File: config.mk
export PLATFORM = sky130hd
export DESIGN_NAME = data_route_ctrl
export DESIGN_NICKNAME = d
export VERILOG_FILES = /design/src/rtl/data_route_ctrl.sv
export SDC_FILE = /design/constraint.sdc
export NUM_CORES = 1
export LEC_CHECK = 0
export BUFFER_PORTS_ARGS = -buffer_cell sky130_fd_sc_hd__clkbuf_2
export CAP_MARGIN = 20
export CORE_AREA = 2 2 81 83
export CTS_BUF_LIST = sky130_fd_sc_hd__clkbuf_8
export CTS_CLUSTER_SIZE = 24
export DETAILED_ROUTE_END_ITERATION = 10
export DIE_AREA = 0 0 83 85
export GPL_TIMING_DRIVEN = 0
export HOLD_SLACK_MARGIN = 0.06
export MAX_ROUTING_LAYER = met4
export SKIP_LAST_GASP = 1
export SYNTH_ARGS = -nofsm -noshare
export SYNTH_HDL_FRONTEND = slang
export SYNTH_SLANG_ARGS = --single-unit
File: constraint.sdc
create_clock -name clk -period 1.75 [get_ports clk]
set_clock_uncertainty 0.05 [all_clocks]
set_input_delay 0.2625 -clock clk [delete_from_list [all_inputs] [get_ports clk]]
set_output_delay 0.2625 -clock clk [all_outputs]
set_load 0.01 [all_outputs]
File: src/rtl/data_route_ctrl.sv
// Route controller ahead of the 1x2 data bridge: decodes cached/uncached targets, counts
// outstanding transactions and only flips the bridge select once the old path has drained.
module data_route_ctrl #(
    parameter int unsigned MAX_OUTST = 4,
    parameter logic [31:0] UC_MASK   = 32'hE000_0000,
    parameter logic [31:0] UC_MATCH  = 32'hA000_0000
) (
    input  logic        clk,
    input  logic        rst,
    input  logic        cpu_data_req,
    input  logic        cpu_data_wr,
    input  logic [1:0]  cpu_data_size,
    input  logic [31:0] cpu_data_addr,
    input  logic [31:0] cpu_data_wdata,
    output logic [31:0] cpu_data_rdata,
    output logic        cpu_data_addr_ok,
    output logic        cpu_data_data_ok,
    output logic        br_data_req,
    output logic        br_data_wr,
    output logic [1:0]  br_data_size,
    output logic [31:0] br_data_addr,
    output logic [31:0] br_data_wdata,
    input  logic [31:0] br_data_rdata,
    input  logic        br_data_addr_ok,
    input  logic        br_data_data_ok,
    output logic        now_dcache,
    output logic        route_err
);
    localparam int CW = $clog2(MAX_OUTST + 1);
    localparam logic [0:0] RUN    = 1'b0;
    localparam logic [0:0] SWITCH = 1'b1;

    logic [0:0]    state;
    logic          cur_route;
    logic [CW-1:0] outst_cnt;
    logic [CW-1:0] cnt_nxt;
    logic          new_dc;
    logic          fwd;
    logic          accept;
    logic          resp;
    logic          spurious;
    logic          switch_go;

    assign new_dc = (cpu_data_addr & UC_MASK) != UC_MATCH;
    assign fwd    = !rst && (state == RUN) && cpu_data_req && (new_dc == cur_route)
                    && (outst_cnt < CW'(MAX_OUTST));

    assign br_data_req      = fwd;
    assign cpu_data_addr_ok = fwd & br_data_addr_ok;
    assign br_data_wr       = cpu_data_wr;
    assign br_data_size     = cpu_data_size;
    assign br_data_addr     = cpu_data_addr;
    assign br_data_wdata    = cpu_data_wdata;
    assign cpu_data_rdata   = br_data_rdata;
    assign cpu_data_data_ok = br_data_data_ok;
    assign now_dcache       = cur_route;

    assign accept   = br_data_req & br_data_addr_ok;
    assign resp     = br_data_data_ok;
    assign spurious = resp && (outst_cnt == '0);

    always_comb begin
        cnt_nxt = outst_cnt;
        if (accept && !resp)
            cnt_nxt = outst_cnt + 1'b1;
        else if (resp && !accept) begin
            if (outst_cnt != '0)
                cnt_nxt = outst_cnt - 1'b1;
        end else if (accept && spurious)
            // a stray response cannot retire the request accepted alongside it
            cnt_nxt = CW'(1);
    end

    // route flips only when nothing is owed after this cycle's response
    assign switch_go = (state == RUN) && cpu_data_req && (new_dc != cur_route) && (cnt_nxt == '0);

    always_ff @(posedge clk) begin
        if (rst) begin
            state     <= RUN;
            cur_route <= 1'b1;
            outst_cnt <= '0;
            route_err <= 1'b0;
        end else begin
            outst_cnt <= cnt_nxt;
            if (spurious)
                route_err <= 1'b1;
            case (state)
                RUN: begin
                    if (switch_go) begin
                        state     <= SWITCH;
                        cur_route <= new_dc;
                    end
                end
                default: state <= RUN;
            endcase
        end
    end
endmodule

### Yosys cells after proc, flatten, opt, wreduce, memory -nomap -nowiden

Index checks and enable logic that the tools add are counted.

| word-level totals | value |
|---|---|
| register bits after elaboration | 6 |
| bits of input ports | 104 |
| output and inout bits | 104 |
| word-level logic and storage cells | 36 |

| cells by class | value |
|---|---|
| add/sub/neg operators | 2 |
| order comparisons | 1 |
| eq/ne operators | 3 |
| multiplexer cells | 5 |
| bitwise gates (word level) | 2 |
| reductions and logical operators | 19 |

Operators by type and width:

| kind | count |
|---|---|
| 3-bit two-way mux | 4 |
| 1-bit logical AND | 11 |
| 3-bit zero test | 2 |
| 3-bit by 1-bit adder with 3-bit output, second input constant | 1 |
| 1-bit zero test | 3 |
| 3-bit < comparator, second input constant | 1 |
| 3-bit != test, second input constant | 1 |
| 3-bit nonzero test | 1 |
| 3-bit by 1-bit subtractor with 3-bit output, second input constant | 1 |
| 2-bit AND reduction | 1 |
| 2-bit OR reduction | 1 |
| 1-bit bitwise AND | 1 |
| 1-bit == test | 1 |
| 1-bit two-way mux | 1 |
| 1-bit != test | 1 |
| 1-bit NOT | 1 |

### Depth between registers and ports, before layout

| logic depth | value |
|---|---|
| depth in word-level cells | 13 |
| mapped depth | 8 |
| mapped depth without buffers | 8 |

### Worst setup path after synthesis

Ideal clock, no wire load.

| timing path | value |
|---|---|
| kind | register to register |
| from | reg outst_cnt[0] |
| to | reg cur_route, in the netlist now_dcache |
| setup time | 72 ps |
| arrival time | 1725 ps |
| data required time | 1628 ps |
| slack | -96 ps |
| cell stages (with the launch flop) | 9 |
| buffers on the path | 0 |
| period minus slack after synthesis | 1846 ps |
| cells stage by stage | dfxtp_1 > inv_1 > ha_1 > and2b_4 > nand2b_4 > or4_1 > o311a_2 > nand3_2 > mux2i_1 |

| between the ends | value |
|---|---|
| word-level cells in the longest chain between the ends | 10 |
| elaborated cells on any way between the ends | 19 |
| classes of those cells | add/sub: 2; order compare: 1; mux: 4; bitwise: 1; reduce/logical: 11 |

Ends and longest elaborated chain:

| what | RTL line | text |
|---|---|---|
| start, declared | 35 | `logic [CW-1:0] outst_cnt;` |
| start signal, assigned | 84 | `outst_cnt <= cnt_nxt;` |
| 3-bit < comparator | 46 | `&& (outst_cnt < CW'(MAX_OUTST));` |
| 1-bit logical AND | 46 |  |
| 1-bit bitwise AND | 58 | `assign accept = br_data_req & br_data_addr_ok;` |
| 1-bit logical AND / 1-bit zero test (equally long branches) | 69, 66 |  |
| 3-bit two-way mux / 1-bit logical AND (equally long branches) | 69, 66 |  |
| 3-bit two-way mux | 66 | `else if (resp && !accept) begin` |
| 3-bit two-way mux (*) | 64 | `if (accept && !resp)` |
| 3-bit zero test (*) | 75 | `assign switch_go = (state == RUN) && cpu_data_req && (new_dc != cur_route) && (cnt_nxt == '0);` |
| 1-bit logical AND (*) | 75 |  |
| 2-bit AND reduction (no source line) (*) | -- |  |
| end signal, assigned | 91 | `cur_route <= new_dc;` |
| end, declared | 34 | `logic cur_route;` |

Every way passes the cells marked *; elsewhere a longest branch is shown, timed or not.
A chain may end at the register's enable or synchronous reset.

### Final worst setup path

Same ends and word-level chain as after synthesis.

==> flow_summary.toml <==
[global_routing]
met1_usage_pct = 7.67
grt_use_met2_pct = 17.2
grt_pass1_vias = 1149
gr-total-overflow = 0
top_usage_layer = "met2"
grt_usage_pct = 8.49
grtUsageMet3_pct = 2.43
antenna_found_initial = 0
grt_max_degree = 9
grt_pass1_wl_um = 4920

[critical_path]
cp_data_required_time_ns = 1.85
regToRegStartpoint = "outst_cnt[0]$_SDFF_PP0_"
cp-start-kind = "flop"
ff2ff_path_depth = 9
worst-path-stages = 9
critPathKind = "flop to flop"
r2r_end = "now_dcache$_SDFFE_PP1P_"
crit_buf_inv = 2
crit_path_top_delay_cell = "or3_2"
endpoint_kind = "flop"
crit_arrival_ns = 1.96
max_stage_delay_ns = 0.45
cp_top_family = "simple AND/OR/NAND/NOR gates"
rrSetupSlack_ns = -0.11
worst-path-max-fanout = 3
path_cells = "inv_2 -> buf_4 -> ha_1 -> nand2_1 -> or3_2 -> a21oi_2 -> nor4_4 -> nand3_4 -> mux2i_1"

[detailed_routing]
drt_iter0_drc = 10
ant_nets = 0
drt_pass1_iterations = 4
via_per_inst = 3.66
detail_route.wl_per_cell_um = 9.48
wl_um = 3350
dr_total_vias = 1293
drc = 0

[placement]
place.gp.congestion = 0.691
port_buffers = 110
dp_slack_ns = -0.143
dp_hpwl_um = 2800

[yosys]
synth_cell_types = 29
synth.most_common_cell = "buf_4"
ys_warn_count = 0
syn-num-nets = 259
synthCells = 152
synth_area_leaders = "buf_4 62%, dfxtp_1 9.9%, ha_1 3.1%"
yosys_most_used_dff = "dfxtp_1"
ys_top_cells_by_count = "100 x buf_4, 6 x dfxtp_1, 5 x nor2_1"
synth_edf_count = 0
synth-seq-cells = 6
syn_area_per_cell_um2 = 8.01
synth-async-reset-ratio_pct = 0
yosysSeqAreaShare_pct = 9.87
synth_top_area_cell = "buf_4"
synth_area_um2 = 1220
synth.top_cell.area_share_pct = 61.7

[timing]
period_needed_ns = 1.86
worst_slack_ns = -0.108
slew-limit-headroom_pct = 69.2
setup_violations = 2
drv_slew = 0
whs_ns = 0.196
finalHoldViolCount = 0
finalCritPeriodShare_pct = 106
max_clock_freq_mhz = 538
rsz0062_at_grt = "true"
worst_pin_slew_ns = 0.457

[cells_and_area]
final_nets = 385
regArea_um2 = 125
fill_cells = 639
area_growth_pct = 71.1
drive_gt1_share_pct = 90.6
multiInputGateArea_um2 = 405
antenna_cells = 0

[clock_tree]
cts-root-buf = "clkbuf_8"
clk_latency_ns = 0.22
htree_levels = 1
cts_hold_buf = 0
numCtsBuffers = 3
cts.sinks = 6
clk_path_buf_depth = 2
cts.clk_slew.worst_paths_ns = 0.04
cts_tree = "yes"

[pwr]
cellPowerDensity_nw_per_um2 = 608
p_total_mw = 1.27
p_sw_share_pct = 35.3
share_seq_of_total_power_pct = 15.7
cellLeakagePower_nw = 1.23
power.switching_mw = 0.448
pwr-share-clk_pct = 16.5
intPower_mw = 0.819
ir_worst_vdd_uv = 258
comb_power_share_pct = 67.9

[min_path]
min_path_type = "input port to flop"
holdPathEnd = "outst_cnt[1]$_SDFF_PP0_"
hold_depth = 2
hold_start = "rst"

[floorplanning]
coreArea_um2 = 6200
die_x_um = 83
rows = 29
dieArea_um2 = 7060
initial_core_util_pct = 19.6
die_h_um = 85
ios = 208

[run_status]
violations = "negative setup slack"
status = "complete, but fails checks"

[flow_run]
max_cap_violations = 0
## stage by stage
stage | TNS, ns | util [%] | instance area [um2] | std cells
final | -0.132 | 33.6 | 2080 | 353
after global routing | -0.383 | 33.6 | 2080 | 353
after CTS | -0.0890 | 32.5 | 2020 | 351
after floorplan | -0.0377 | - | 1220 | 152
after global placement | -0.270 | 30.1 | 1870 | 339
after detailed placement | -0.310 | 30.1 | 1870 | 339
## worst register-to-register path, cell delays in order (launching register included)
cell	delay, ns
dfxtp_2	0.32
inv_2	0.09
buf_4	0.11
ha_1	0.14
nand2_1	0.08
or3_2	0.45
a21oi_2	0.20
nor4_4	0.08
nand3_4	0.10
mux2i_1	0.17
## how the worst max path moves through the flow
| stage | slack [ns] | end | startpoint |
|---|---|---|---|
| 2_1_floorplan | -0.04 | now_dcache$_SDFFE_PP1P_ | outst_cnt[0]$_SDFF_PP0_ |
| 3_3_place_gp | -0.14 | now_dcache$_SDFFE_PP1P_ | outst_cnt[0]$_SDFF_PP0_ |
| 3_5_place_dp | -0.14 | now_dcache$_SDFFE_PP1P_ | outst_cnt[0]$_SDFF_PP0_ |
| 4_1_cts | -0.04 | now_dcache$_SDFFE_PP1P_ | outst_cnt[0]$_SDFF_PP0_ |
| 5_1_grt | -0.18 | now_dcache$_SDFFE_PP1P_ | outst_cnt[0]$_SDFF_PP0_ |
| 6_report | -0.11 | now_dcache$_SDFFE_PP1P_ | outst_cnt[0]$_SDFF_PP0_ |
## cell type report
type	count	area share (%)
Buffer	101	36.6
Clock buffer	3	1.98
Inverter	3	0.661
Multi-Input combinational cell	42	19.5
Sequential cell	6	6.01
Tap cell	77	4.62
Timing Repair Buffer	121	30.7
## sequential cells by signal, summed over array words and instances, names as in the netlist
name / count
outst_cnt: 3
now_dcache: 1
route_err: 1
state: 1
## what timing repair did
action,CTS,global route
resized for setup,9,12
buffers inserted,9,2
endpoints found under the setup margin,5,5
pin swaps,4,5
## placed cells by master (no fill, tap or decap), drive strengths merged
cell type / count
and4bb: 1
and2b: 1
nor4: 1
a21oi: 3
nand3: 2
a21o: 1
ha: 3
and2: 2
clkbuf: 112
or4: 1
mux2i: 2
a311oi: 1
inv: 3
nor3: 1
o211ai: 1
xor2: 1
or3: 1
nor2: 5
nand3b: 2
o311a: 1
buf: 113
nand2b: 1
nor4b: 1
nand2: 5
o21ai: 2
dfxtp: 6
xnor2: 3
## cells by family (layout without fill, tap and decap cells)
kind of cell    after synthesis  count (layout)  synth area share, %
buf+inv                     104             228                 63.5
simple gates                 24              24                 14.1
compound gates                9               9                 4.93
flops                         6               6                 9.87
xor+xnor                      4               4                 2.88
fa+ha+maj                     3               3                 3.08
mux                           2               2                 1.64
## power groups by stage
stage | clock network, mW | registers [mW] | logic, mW
after floorplan | 0 | 0.201 | 0.464
after global placement | 0 | 0.202 | 0.636
after detailed placement | 0 | 0.204 | 0.644
after CTS | 0.213 | 0.195 | 0.795
after global routing | 0.222 | 0.201 | 0.925
final | 0.209 | 0.199 | 0.860
## layer usage
layer | up-vias | routed length, um
li1 | 634 | -
met1 | 540 | 907
met2 | 117 | 1950
met3 | 2 | 469
met4 | 0 | 16
met5 | - | 0
(Power assumes the default switching activity.)
